$ cat config.mk
export PLATFORM = sky130hd
export DESIGN_NAME = board_renderer_flat
export DESIGN_NICKNAME = d
export VERILOG_FILES = /design/src/rtl/board_renderer_if.sv /design/src/rtl/board_renderer.sv /design/src/flat_wrapper.sv
export SDC_FILE = /design/constraint.sdc
export NUM_CORES = 1
export LEC_CHECK = 0
export CAP_MARGIN = 10
export CORE_MARGIN = 2
export CORE_UTILIZATION = 62
export CTS_CLUSTER_DIAMETER = 120
export DETAILED_ROUTE_END_ITERATION = 8
export DONT_BUFFER_PORTS = 1
export GPL_TIMING_DRIVEN = 0
export PLACE_DENSITY = 0.84
export SLEW_MARGIN = 5
export SYNTH_ARGS = -nofsm -noshare
export SYNTH_HDL_FRONTEND = slang
export SYNTH_SLANG_ARGS = --single-unit
$ cat constraint.sdc
create_clock -name clk -period 5.14 [get_ports clk]
set_clock_uncertainty 0.2 [all_clocks]
set_input_delay 1.028 -clock clk [delete_from_list [all_inputs] [get_ports clk]]
set_output_delay 1.028 -clock clk [all_outputs]
set_load 0.005 [all_outputs]
$ cat src/rtl/board_renderer_if.sv
// board_renderer_if: pixel-plot bus between the board renderer and the VGA adapter
interface board_renderer_if;
  logic [7:0] x;
  logic [6:0] y;
  logic [2:0] colour;
  logic       plot;
  logic       ready;
  modport master (output x, y, colour, plot, input ready);
  modport slave  (input x, y, colour, plot, output ready);
endinterface

$ cat src/rtl/board_renderer.sv
// board_renderer: snapshots the 200-cell board on start and streams it as CELL_SIZE x CELL_SIZE pixel blocks
module board_renderer #(
  parameter int       CELL_SIZE    = 4,
  parameter int       X_ORIGIN     = 60,
  parameter int       Y_ORIGIN     = 20,
  parameter logic [2:0] FILL_COLOUR  = 3'b111,
  parameter logic [2:0] EMPTY_COLOUR = 3'b000
) (
  input  logic                clk,
  input  logic                resetn,
  input  logic                start,
  input  logic [199:0]        board,
  board_renderer_if.master    pix,
  output logic                busy,
  output logic                done
);
  if (CELL_SIZE < 1 || CELL_SIZE > 8 || (CELL_SIZE & (CELL_SIZE - 1)) != 0) begin : g_bad_cell
    $error("CELL_SIZE must be a power of 2 in 1..8");
  end
  if (X_ORIGIN + 10 * CELL_SIZE > 160 || Y_ORIGIN + 20 * CELL_SIZE > 120) begin : g_bad_origin
    $error("board does not fit on the 160x120 screen");
  end
  typedef enum logic [1:0] {IDLE, DRAW, DONE} state_t;
  localparam logic [2:0] CS_M1 = 3'(CELL_SIZE - 1);
  state_t        state_q, state_d;
  logic [2:0]    px_q, px_d, py_q, py_d;
  logic [3:0]    col_q, col_d;
  logic [4:0]    row_q, row_d;
  logic [199:0]  snap_q, snap_d;
  logic          acc, px_end, py_end, col_end, row_end, last;
  logic [7:0]    idx;
  // state register
  always_ff @(posedge clk or negedge resetn)
    if (!resetn) state_q <= IDLE;
    else         state_q <= state_d;
  // scan counters and board snapshot
  always_ff @(posedge clk or negedge resetn)
    if (!resetn) begin
      px_q   <= '0;
      py_q   <= '0;
      col_q  <= '0;
      row_q  <= '0;
      snap_q <= '0;
    end else begin
      px_q   <= px_d;
      py_q   <= py_d;
      col_q  <= col_d;
      row_q  <= row_d;
      snap_q <= snap_d;
    end
  // next state: a frame ends once the bottom-right pixel is accepted
  always_comb begin
    acc     = (state_q == DRAW) && pix.ready;
    px_end  = px_q == CS_M1;
    py_end  = py_q == CS_M1;
    col_end = col_q == 4'd9;
    row_end = row_q == 5'd19;
    last    = row_end && col_end && py_end && px_end;
    state_d = state_q;
    case (state_q)
      IDLE:    state_d = start ? DRAW : IDLE;
      DRAW:    state_d = (acc && last) ? DONE : DRAW;
      default: state_d = IDLE;
    endcase
  end
  // counter advance, px fastest, row slowest; start clears and snapshots
  always_comb begin
    px_d   = px_q;
    py_d   = py_q;
    col_d  = col_q;
    row_d  = row_q;
    snap_d = snap_q;
    if (state_q == IDLE && start) begin
      px_d   = '0;
      py_d   = '0;
      col_d  = '0;
      row_d  = '0;
      snap_d = board;
    end else if (acc) begin
      px_d = px_end ? 3'd0 : px_q + 3'd1;
      if (px_end) begin
        py_d = py_end ? 3'd0 : py_q + 3'd1;
        if (py_end) begin
          col_d = col_end ? 4'd0 : col_q + 4'd1;
          if (col_end) row_d = row_end ? 5'd0 : row_q + 5'd1;
        end
      end
    end
  end
  // pixel outputs decoded from the registered counters; zero outside DRAW
  always_comb begin
    idx        = 8'(row_q) * 8'd10 + 8'(col_q);
    pix.plot   = state_q == DRAW;
    pix.x      = pix.plot ? 8'(9'(X_ORIGIN) + 9'(col_q) * 9'(CELL_SIZE) + 9'(px_q)) : 8'd0;
    pix.y      = pix.plot ? 7'(9'(Y_ORIGIN) + 9'(row_q) * 9'(CELL_SIZE) + 9'(py_q)) : 7'd0;
    pix.colour = pix.plot ? (snap_q[idx] ? FILL_COLOUR : EMPTY_COLOUR) : 3'd0;
    busy       = state_q != IDLE;
    done       = state_q == DONE;
  end
endmodule

$ cat src/flat_wrapper.sv
// flat-port wrapper written by rule: the top's interface ports become plain ports
module board_renderer_flat 
#(
  parameter int       CELL_SIZE    = 4,
  parameter int       X_ORIGIN     = 60,
  parameter int       Y_ORIGIN     = 20,
  parameter logic [2:0] FILL_COLOUR  = 3'b111,
  parameter logic [2:0] EMPTY_COLOUR = 3'b000
)
  (clk, resetn, start, board, busy, done, pix_x, pix_y, pix_colour, pix_plot, pix_ready);
  board_renderer_if pix_i ();
  input  logic clk;
  input  logic resetn;
  input  logic start;
  input  logic [199:0] board;
  output logic busy;
  output logic done;
  output wire logic [$bits(pix_i.x)-1:0] pix_x;
  output wire logic [$bits(pix_i.y)-1:0] pix_y;
  output wire logic [$bits(pix_i.colour)-1:0] pix_colour;
  output wire logic [$bits(pix_i.plot)-1:0] pix_plot;
  input wire logic [$bits(pix_i.ready)-1:0] pix_ready;
  assign pix_x = pix_i.x;
  assign pix_y = pix_i.y;
  assign pix_colour = pix_i.colour;
  assign pix_plot = pix_i.plot;
  assign pix_i.ready = pix_ready;
  board_renderer #(.CELL_SIZE(CELL_SIZE), .X_ORIGIN(X_ORIGIN), .Y_ORIGIN(Y_ORIGIN), .FILL_COLOUR(FILL_COLOUR), .EMPTY_COLOUR(EMPTY_COLOUR)) u_core (.clk(clk), .resetn(resetn), .start(start), .board(board), .pix(pix_i), .busy(busy), .done(done));
endmodule
Yosys cells after proc, flatten, opt, wreduce, memory -nomap -nowiden
Cells that the tools add are included.

Add/subtract/negate cells: 9. Multiply operators: 1. Divide/modulo/power cells: 0. Magnitude comparators: 1. Equal/unequal tests: 6. Shift-type cells: 0. Mux-type cells: 27. Bitwise gates (word level): 0. Reductions and logical operators: 15.

Operator list (count): $mux 5 (6); $mux 3 (9); $mux 4 (5); $reduce_bool 2->1 (5); $lt 8x9->1 const B (1); $add 8x3->8 (1); $add 8x4->8 (1); $bmux 1 s8 (1); $mux 8 (1); $add 5x7->7 const A (1); $add 6x6->7 const A (1); $add 7x3->7 (1); $mul 5x3->7 const B (1); $mux 7 (1); $add 3x1->3 const B (2); $eq 3x2->1 const B (2); $logic_and 1x1->1 (6); $add 5x1->5 const B (1); $eq 5x5->1 const B (1); $add 4x1->4 const B (1); $eq 4x4->1 const B (1); $pmux 2 s2 (1); $reduce_and 4->1 (1); $reduce_and 3->1 (1); other kinds (6) (7).

Register bits: 217. Bits in latches: 0. Memory bits (writable): 0. Bits in read-only memories: 0. Input bits: 204. Output and inout bits: 21. Logic and storage cells: 65. Memories kept: 0.

Logic depth before layout (Yosys ltp)
Gate-level depths: netlist of the first run.

Depth in word-level cells: 7. Depth in mapped cells: 11. Mapped depth without buffers: 9.

Worst setup path before layout of the first run
Ideal clock, no wire load.

Path type: reg-to-output. Start point: reg u_core.row_q[1]. End point: out pix_colour[1]. Data arrival time: 3.667 ns. Required time: 3.912 ns. Path slack: 0.245 ns. Stages on the path, launching flop included: 12. Buffers on the path: 2. Path through: dfrtp_1 -> ha_1 -> ha_1 -> fa_1 -> a21bo_2 -> o22ai_2 -> buf_6 -> mux4_2 -> a2111oi_0 -> a211oi_1 -> a211oi_2 -> buf_4.

Cells in the longest elaborated chain, start to end: 6.

RTL lines: start, declared (RTL line board_renderer.sv:28) `logic [4:0] row_q, row_d;`; start signal, assigned (RTL line board_renderer.sv:48) `row_q <= row_d;`; $mul 5x3->7 (RTL line board_renderer.sv:92) `idx = 8'(row_q) * 8'd10 + 8'(col_q);`; $add 8x4->8 (RTL line board_renderer.sv:92); $bmux 1 s8 (RTL line board_renderer.sv:96) `pix.colour = pix.plot ? (snap_q[idx] ? FILL_COLOUR : EMPTY_COLOUR) : 3'd0;`; $mux 1 (implied by the code) (RTL line board_renderer.sv:96); $mux 3 (2 in a row) (RTL line board_renderer.sv:96); end, declared (RTL line flat_wrapper.sv:20) `output wire logic [$bits(pix_i.colour)-1:0] pix_colour;`.

Every way passes these cells. The select of a mux whose other input is x is not followed.

Worst setup path in the final report of the first run
Start point: reg u_core.row_q[3]. End point: out pix_colour[1].

The elaborated chain is that of the path after synthesis.

==> metrics, run 1 <==
worst reg2reg startpoint=u_core.state_q[0]; nets=roughly 1.4k; Starting DRT DRC Count=588; Die Y=135 um; count leader, synth=nand2_1; HPWL Detailed=between 15 and 20 mm; number of synthesized register bits=between 200 and 250; antenna viol nets, final=0; Core Util, Final=71.4%; Post-Syn Area per Cell=around 9.4 um^2; crit start category=flip-flop; actual slew at the worst max-slew pin=0.919 ns; Die Area=between 15000 and 20000 um^2; worst skew pair latency=approximately 0.51 ns; core area=between 15000 and 20000 um^2; Slew HR=around two fifths; vias in the first global route=around 8.1k; Tot Pwr=about 3.6 mW; unrepaired setup endpoints after global routing=yes; CP Max Fanout=4; largest net degree at the start of global routing=138; Crit path required time=a little under 4 ns; final worst-path cycle share=102%; std cell rows=47; most frequent CP cell=ha_4; layout cell share with drive strength beyond 1=between 10 and 15%; Top Ports=225; largest cells by area after synthesis=dfrtp_1 (51%), nand2_1 (22%), mux4_2 (13%); Worst path depth=11; run status=complete, but fails checks; H-tree depth=1; CP startpoint=u_core.row_q[3]; minimum clock period=around 5.3 ns; Critical Path AT=just over 4 ns; R2R setup slack=2.44 ns; Vias per Instance=~5.7; ys async rst share=100%; GP Congestion=approximately 0.9; die width=approximately 140 um; Placement Setup Slack=-0.436 ns; Reg2Reg Capture Point=u_core.snap_q[168]; post-synth top area share=about 50%; number of remaining DRC errors=0; Leak Pwr=a little over 6 nW; total grt overflow=0; first-pass GRT wire length=about 42 mm; max_cap viols=0; Gate Count Post-Synth=approximately 1.1k; DRT Wirelength=approximately 27 mm; TritonRoute pass-1 iters=5; fin. max-slew vios=0; CP max-delay cell=fa_2; fmax=0.190 GHz; final setup margin=-0.121 ns; failing checks=setup timing; sequential element share of the synthesized area=between 50% and 60%; CP endpoint=pix_colour[1]; CP peak stage delay=0.57 ns; Syn-to-layout area delta=11.9%; Cell Area, Synth=between 10000 and 15000 um^2; vias=a little over 8k; total clock sinks=between 200 and 250; syn_nets=1361; ys flop type=dfrtp_1; ANT cells=0; WL per Instance=between 15 and 20 um; clock root cell=clkbuf_16; Initial Utilization=a little under two thirds; CTS tree=done; gr usage total=between 20 and 30%; Hold Vio Cnt, Final=0; initial antenna violation count=0; Worst Hold Class=in -> async; worst-case clock buffer depth=3; top cell family by delay on the critical path=adder cells; EDFF count, synth=0; Final setup viols=2; cells on worst reg2reg path=7; cell area power density=~300 nW/um^2; Clock transition at path regs=around 0.060 ns; WS Path Type=reg -> out; CP bufs+invs=2; maximum vdd drop=0.380 mV; top post-synthesis cells by count=nand2_1 (618), dfrtp_1 (217), mux4_2 (60), clkbuf_1 (48), ha_1 (24); setup TNS=-0.242 ns; worst-path cell chain=ha_4 -> ha_4 -> fa_2 -> a21bo_4 -> o22ai_4 -> buf_6 -> mux4_2 -> mux2_4 -> a221oi_4 -> a211oi_4 -> buf_4; Ys Warns=0; post-synthesis cell type count=44; largest area contributor in the netlist=dfrtp_1; Critical Path Sink Type=primary output; I/O Buffers=0; total CTS buffers=23; # fillers=about 1.2k; final hold slack=0.0184 ns
-- flip-flops by register name, indices dropped and copies added (netlist names) --
| signal | count |
|---|---|
| u_core.state_q | 2 |
| u_core.col_q | 4 |
| u_core.px_q | 3 |
| u_core.row_q | 5 |
| u_core.py_q | 3 |
| u_core.snap_q | 200 |
-- metal layers --
| layer | part of all wire [%] | track usage (%) |
|---|---|---|
| met4 | 3.1 | 8.91 |
| met2 | 48 | 47.9 |
| met3 | 9.1 | 7.32 |
| met1 | 40 | 41.3 |
| met5 | 0 | 0 |
-- area by class of cell --
cell class | instances | area (um^2) | area share, %
clock inverters | 7 | 52.6 | 0.440
well taps | 220 | 275 | 2.31
multi-input cells | 832 | 5000 | 41.9
plain buffers | 65 | 297 | 2.49
flip-flops and latches | 217 | 5440 | 45.6
repair buffers | 15 | 146 | 1.23
inverters | 17 | 63.8 | 0.535
clock buffers | 33 | 663 | 5.56
-- worst min path at each step --
stage,to,depth (start not counted)
after global placement,u_core.snap_q[87],2
after CTS,u_core.snap_q[66],0
after floorplan,u_core.snap_q[102],2
after global routing,u_core.snap_q[44],0
after detailed placement,u_core.snap_q[15],2
final,u_core.snap_q[44],0
-- layout by cell type, fill, tap and decap left out, types with 3 or more instances in the layout --
cell type | synthesis | layout
buf_6 | 4 | 6
clkbuf_16 | 0 | 23
dfrtp_2 | 0 | 5
dfrtp_1 | 217 | 212
o21ai_0 | 13 | 13
nand3_1 | 11 | 11
buf_1 | 7 | 7
o31ai_1 | 3 | 3
nand2b_1 | 4 | 4
clkinv_2 | 0 | 5
mux4_2 | 60 | 60
and3_1 | 3 | 3
inv_1 | 17 | 17
nand2_1 | 618 | 618
buf_2 | 4 | 4
nand4_1 | 4 | 4
nor2b_1 | 4 | 4
ha_1 | 24 | 20
a21oi_1 | 13 | 13
clkbuf_8 | 0 | 5
ha_4 | 0 | 3
xnor2_1 | 6 | 6
xor2_1 | 5 | 5
clkbuf_1 | 48 | 52
buf_4 | 2 | 12
and2_1 | 11 | 11
nor2_1 | 15 | 15
mux2i_1 | 6 | 6
-- power breakdown --
part / internal (mW) / switching (mW)
registers: 1.73 / 0.0163
logic: 0.115 / 0.177
clock network: 0.900 / 0.677
total: 2.74 / 0.870
-- kinds of logic after synthesis --
group / share of synthesized area (%)
fa+ha+maj: 3.19
flops: 50.9
compound gates: 2.99
mux: 13.7
simple gates: 24.8
xor+xnor: 1.12
buf+inv: 3.29
-- through the flow --
step / cells / instance area, um^2
2_1_floorplan: 1131 / 10700
3_3_place_gp: 1351 / 10900
3_5_place_dp: 1352 / 10900
4_1_cts: 1404 / 11900
5_1_grt: 1406 / 11900
6_report: 1406 / 11900
-- repair_timing --
item | 4_1_cts | 5_1_grt
hold buffers | 2 | 0
resized for setup | 23 | 6
setup buffers | 10 | 2
endpoints found under the setup margin | 3 | 3
endpoints found under the hold margin | 137 | 0
pin swaps | 6 | 5
No activity file was read; power rests on OpenSTA's default activity.
==> run 2, diff against run 1 <==
--- a/config.mk
+++ b/config.mk
@@ -17,3 +17,4 @@
 export SYNTH_ARGS = -nofsm -noshare
 export SYNTH_HDL_FRONTEND = slang
 export SYNTH_SLANG_ARGS = --single-unit
+export TNS_END_PERCENT = 5
==> metrics, run 2 (synthesis gave the netlist of run 1 again) <==
run status=complete, but fails checks; failing checks=setup timing; vias in the first global route=8112; total grt overflow=0; max reg flops=200; setup TNS=-0.248 ns; Crit path required time=about 4 ns; initial antenna violation count=0; total CTS buffers=23; first-pass GRT wire length=~42 mm; CTS tree=done; vias=8029; final setup margin=-0.124 ns; placed insts=between 1k and 1.5k; Sequential Area=5440 um^2; worst skew pair latency=0.51 ns; minimum clock period=about 5.3 ns; clock root cell=clkbuf_16; actual slew at the worst max-slew pin=approximately 0.9 ns; CP max-delay cell=fa_2; WS Path Type=reg -> out; most frequent CP cell=ha_4; gr usage total=29.9%; core area=approximately 17000 um^2; Worst Hold Class=in -> async; GP Congestion=approximately 0.90; # fillers=~1.2k; total clock sinks=about 220; largest registers=u_core.snap_q: 200 flops, u_core.row_q: 5 flops, u_core.col_q: 4 flops; Die Area=approximately 18000 um^2; Top Ports=225; CP peak stage delay=around 0.58 ns; crit start category=flip-flop; Starting DRT DRC Count=roughly 600; Hold Vio Cnt, Final=0; cell area power density=303 nW/um^2; Slew HR=38.1%; Clock transition at path regs=~0.06 ns; number of remaining DRC errors=0; max_cap viols=0; Syn-to-layout area delta=11.9%; std cell rows=47; ANT cells=0; CP Max Fanout=4; Layout Cells excl Fill=between 1k and 1.5k; commonest non-fill, non-tap cell in the layout=nand2_1; WL per Instance=about 19 um; commonest non-fill, non-tap cells in the layout=nand2_1 (618), dfrtp_1 (212), mux4_2 (60); Final setup viols=2; TritonRoute pass-1 iters=5; DRT Wirelength=~27 mm; Initial Utilization=63.8%; fmax=around 0.19 GHz; area of the multi-input gates=between 4000 and 5000 um^2; unrepaired setup endpoints after global routing=yes; nets=1400; maximum vdd drop=between 0.3 and 0.4 mV; final worst-path cycle share=102%; fin. max-slew vios=0; worst-path cell chain=ha_4 -> ha_4 -> fa_2 -> a21bo_4 -> o22ai_4 -> buf_6 -> mux4_2 -> mux2_4 -> a221oi_4 -> a211oi_4 -> buf_4; Leak Pwr=~6.2 nW; die width=135 um; layout cell share with drive strength beyond 1=about an eighth; Critical Path AT=4.04 ns; antenna viol nets, final=0; largest reg by FF count=u_core.snap_q; Core Util, Final=between 70 and 80%; HPWL Detailed=19.1 mm; Die Y=135 um; H-tree depth=1; Vias per Instance=~5.7; I/O Buffers=0; worst-case clock buffer depth=3; largest net degree at the start of global routing=138; Critical Path Sink Type=primary output
-- run 2: cell count changes in the layout (fill, tap and decap cells not counted) --
cell,previous run,this run
buf_4,12,11
-- run 2: final timing paths --
path / end / slack, ns / from / depth (start not counted)
min reg2reg: u_core.snap_q[130] / 0.27 / u_core.snap_q[130] / 2
max reg2reg: u_core.snap_q[168] / 2.44 / u_core.state_q[0] / 7
min in group clk: u_core.snap_q[130] / 0.27 / u_core.snap_q[130] / 2
max in group asynchronous: u_core.snap_q[46] / 3.59 / resetn / 1
max: pix_colour[1] / -0.12 / u_core.row_q[3] / 11
min: u_core.snap_q[44] / 0.02 / resetn / 0
-- run 2: layer usage --
| layer | up-vias | global-route usage (%) | part of all wire [%] |
|---|---|---|---|
| li1 | 3743 | - | - |
| met1 | 3919 | 41.3 | 40 |
| met2 | 308 | 47.9 | 48 |
| met3 | 59 | 7.32 | 8.8 |
| met4 | 0 | 8.91 | 3.0 |
| met5 | - | 0 | 0 |
-- run 2: area by class of cell --
| class | instances | share of cell area (%) |
|---|---|---|
| Tap cell | 220 | 2.31 |
| Inverter | 17 | 0.535 |
| Buffer | 65 | 2.49 |
| Multi-Input combinational cell | 832 | 41.9 |
| Clock inverter | 7 | 0.441 |
| Sequential cell | 217 | 45.6 |
| Timing Repair Buffer | 14 | 1.16 |
| Clock buffer | 33 | 5.56 |
-- run 2: repair_timing --
action	CTS	global route
hold buffers	2	0
gates resized for setup	23	6
pin swaps	6	5
setup buffers	10	1
hold endpoints to repair	137	0
setup endpoints to repair	3	3
-- run 2: worst max-delay path: cells and delay by family, from the launching register on --
family | cells | cell delay, ns
compound gates | 4 | 0.92
fa+ha+maj | 3 | 0.99
buf+inv | 2 | 0.36
flops | 1 | 0.43
mux | 2 | 0.82
-- run 2: power by group --
group          leakage (nW)  internal, mW  total [mW]  switching, mW
sequential             3.00          1.73        1.74         0.0163
combinational          2.86         0.115       0.293          0.178
clock                 0.355         0.900        1.58          0.677
total                  6.22          2.74        3.61          0.871
-- run 2: stage by stage --
stage | total power, mW | area, um^2 | worst slack (ns) | hold WS (ns)
global route | 3.74 | 11900 | -0.223 | 0.00176
finish | 3.61 | 11900 | -0.124 | 0.0169
detailed placement | 2.05 | 10900 | -0.436 | 0.257
global placement | 2.04 | 10900 | -0.373 | 0.252
CTS | 3.64 | 11900 | -0.157 | 0.00100
floorplan | 1.98 | 10700 | 0.245 | 0.240
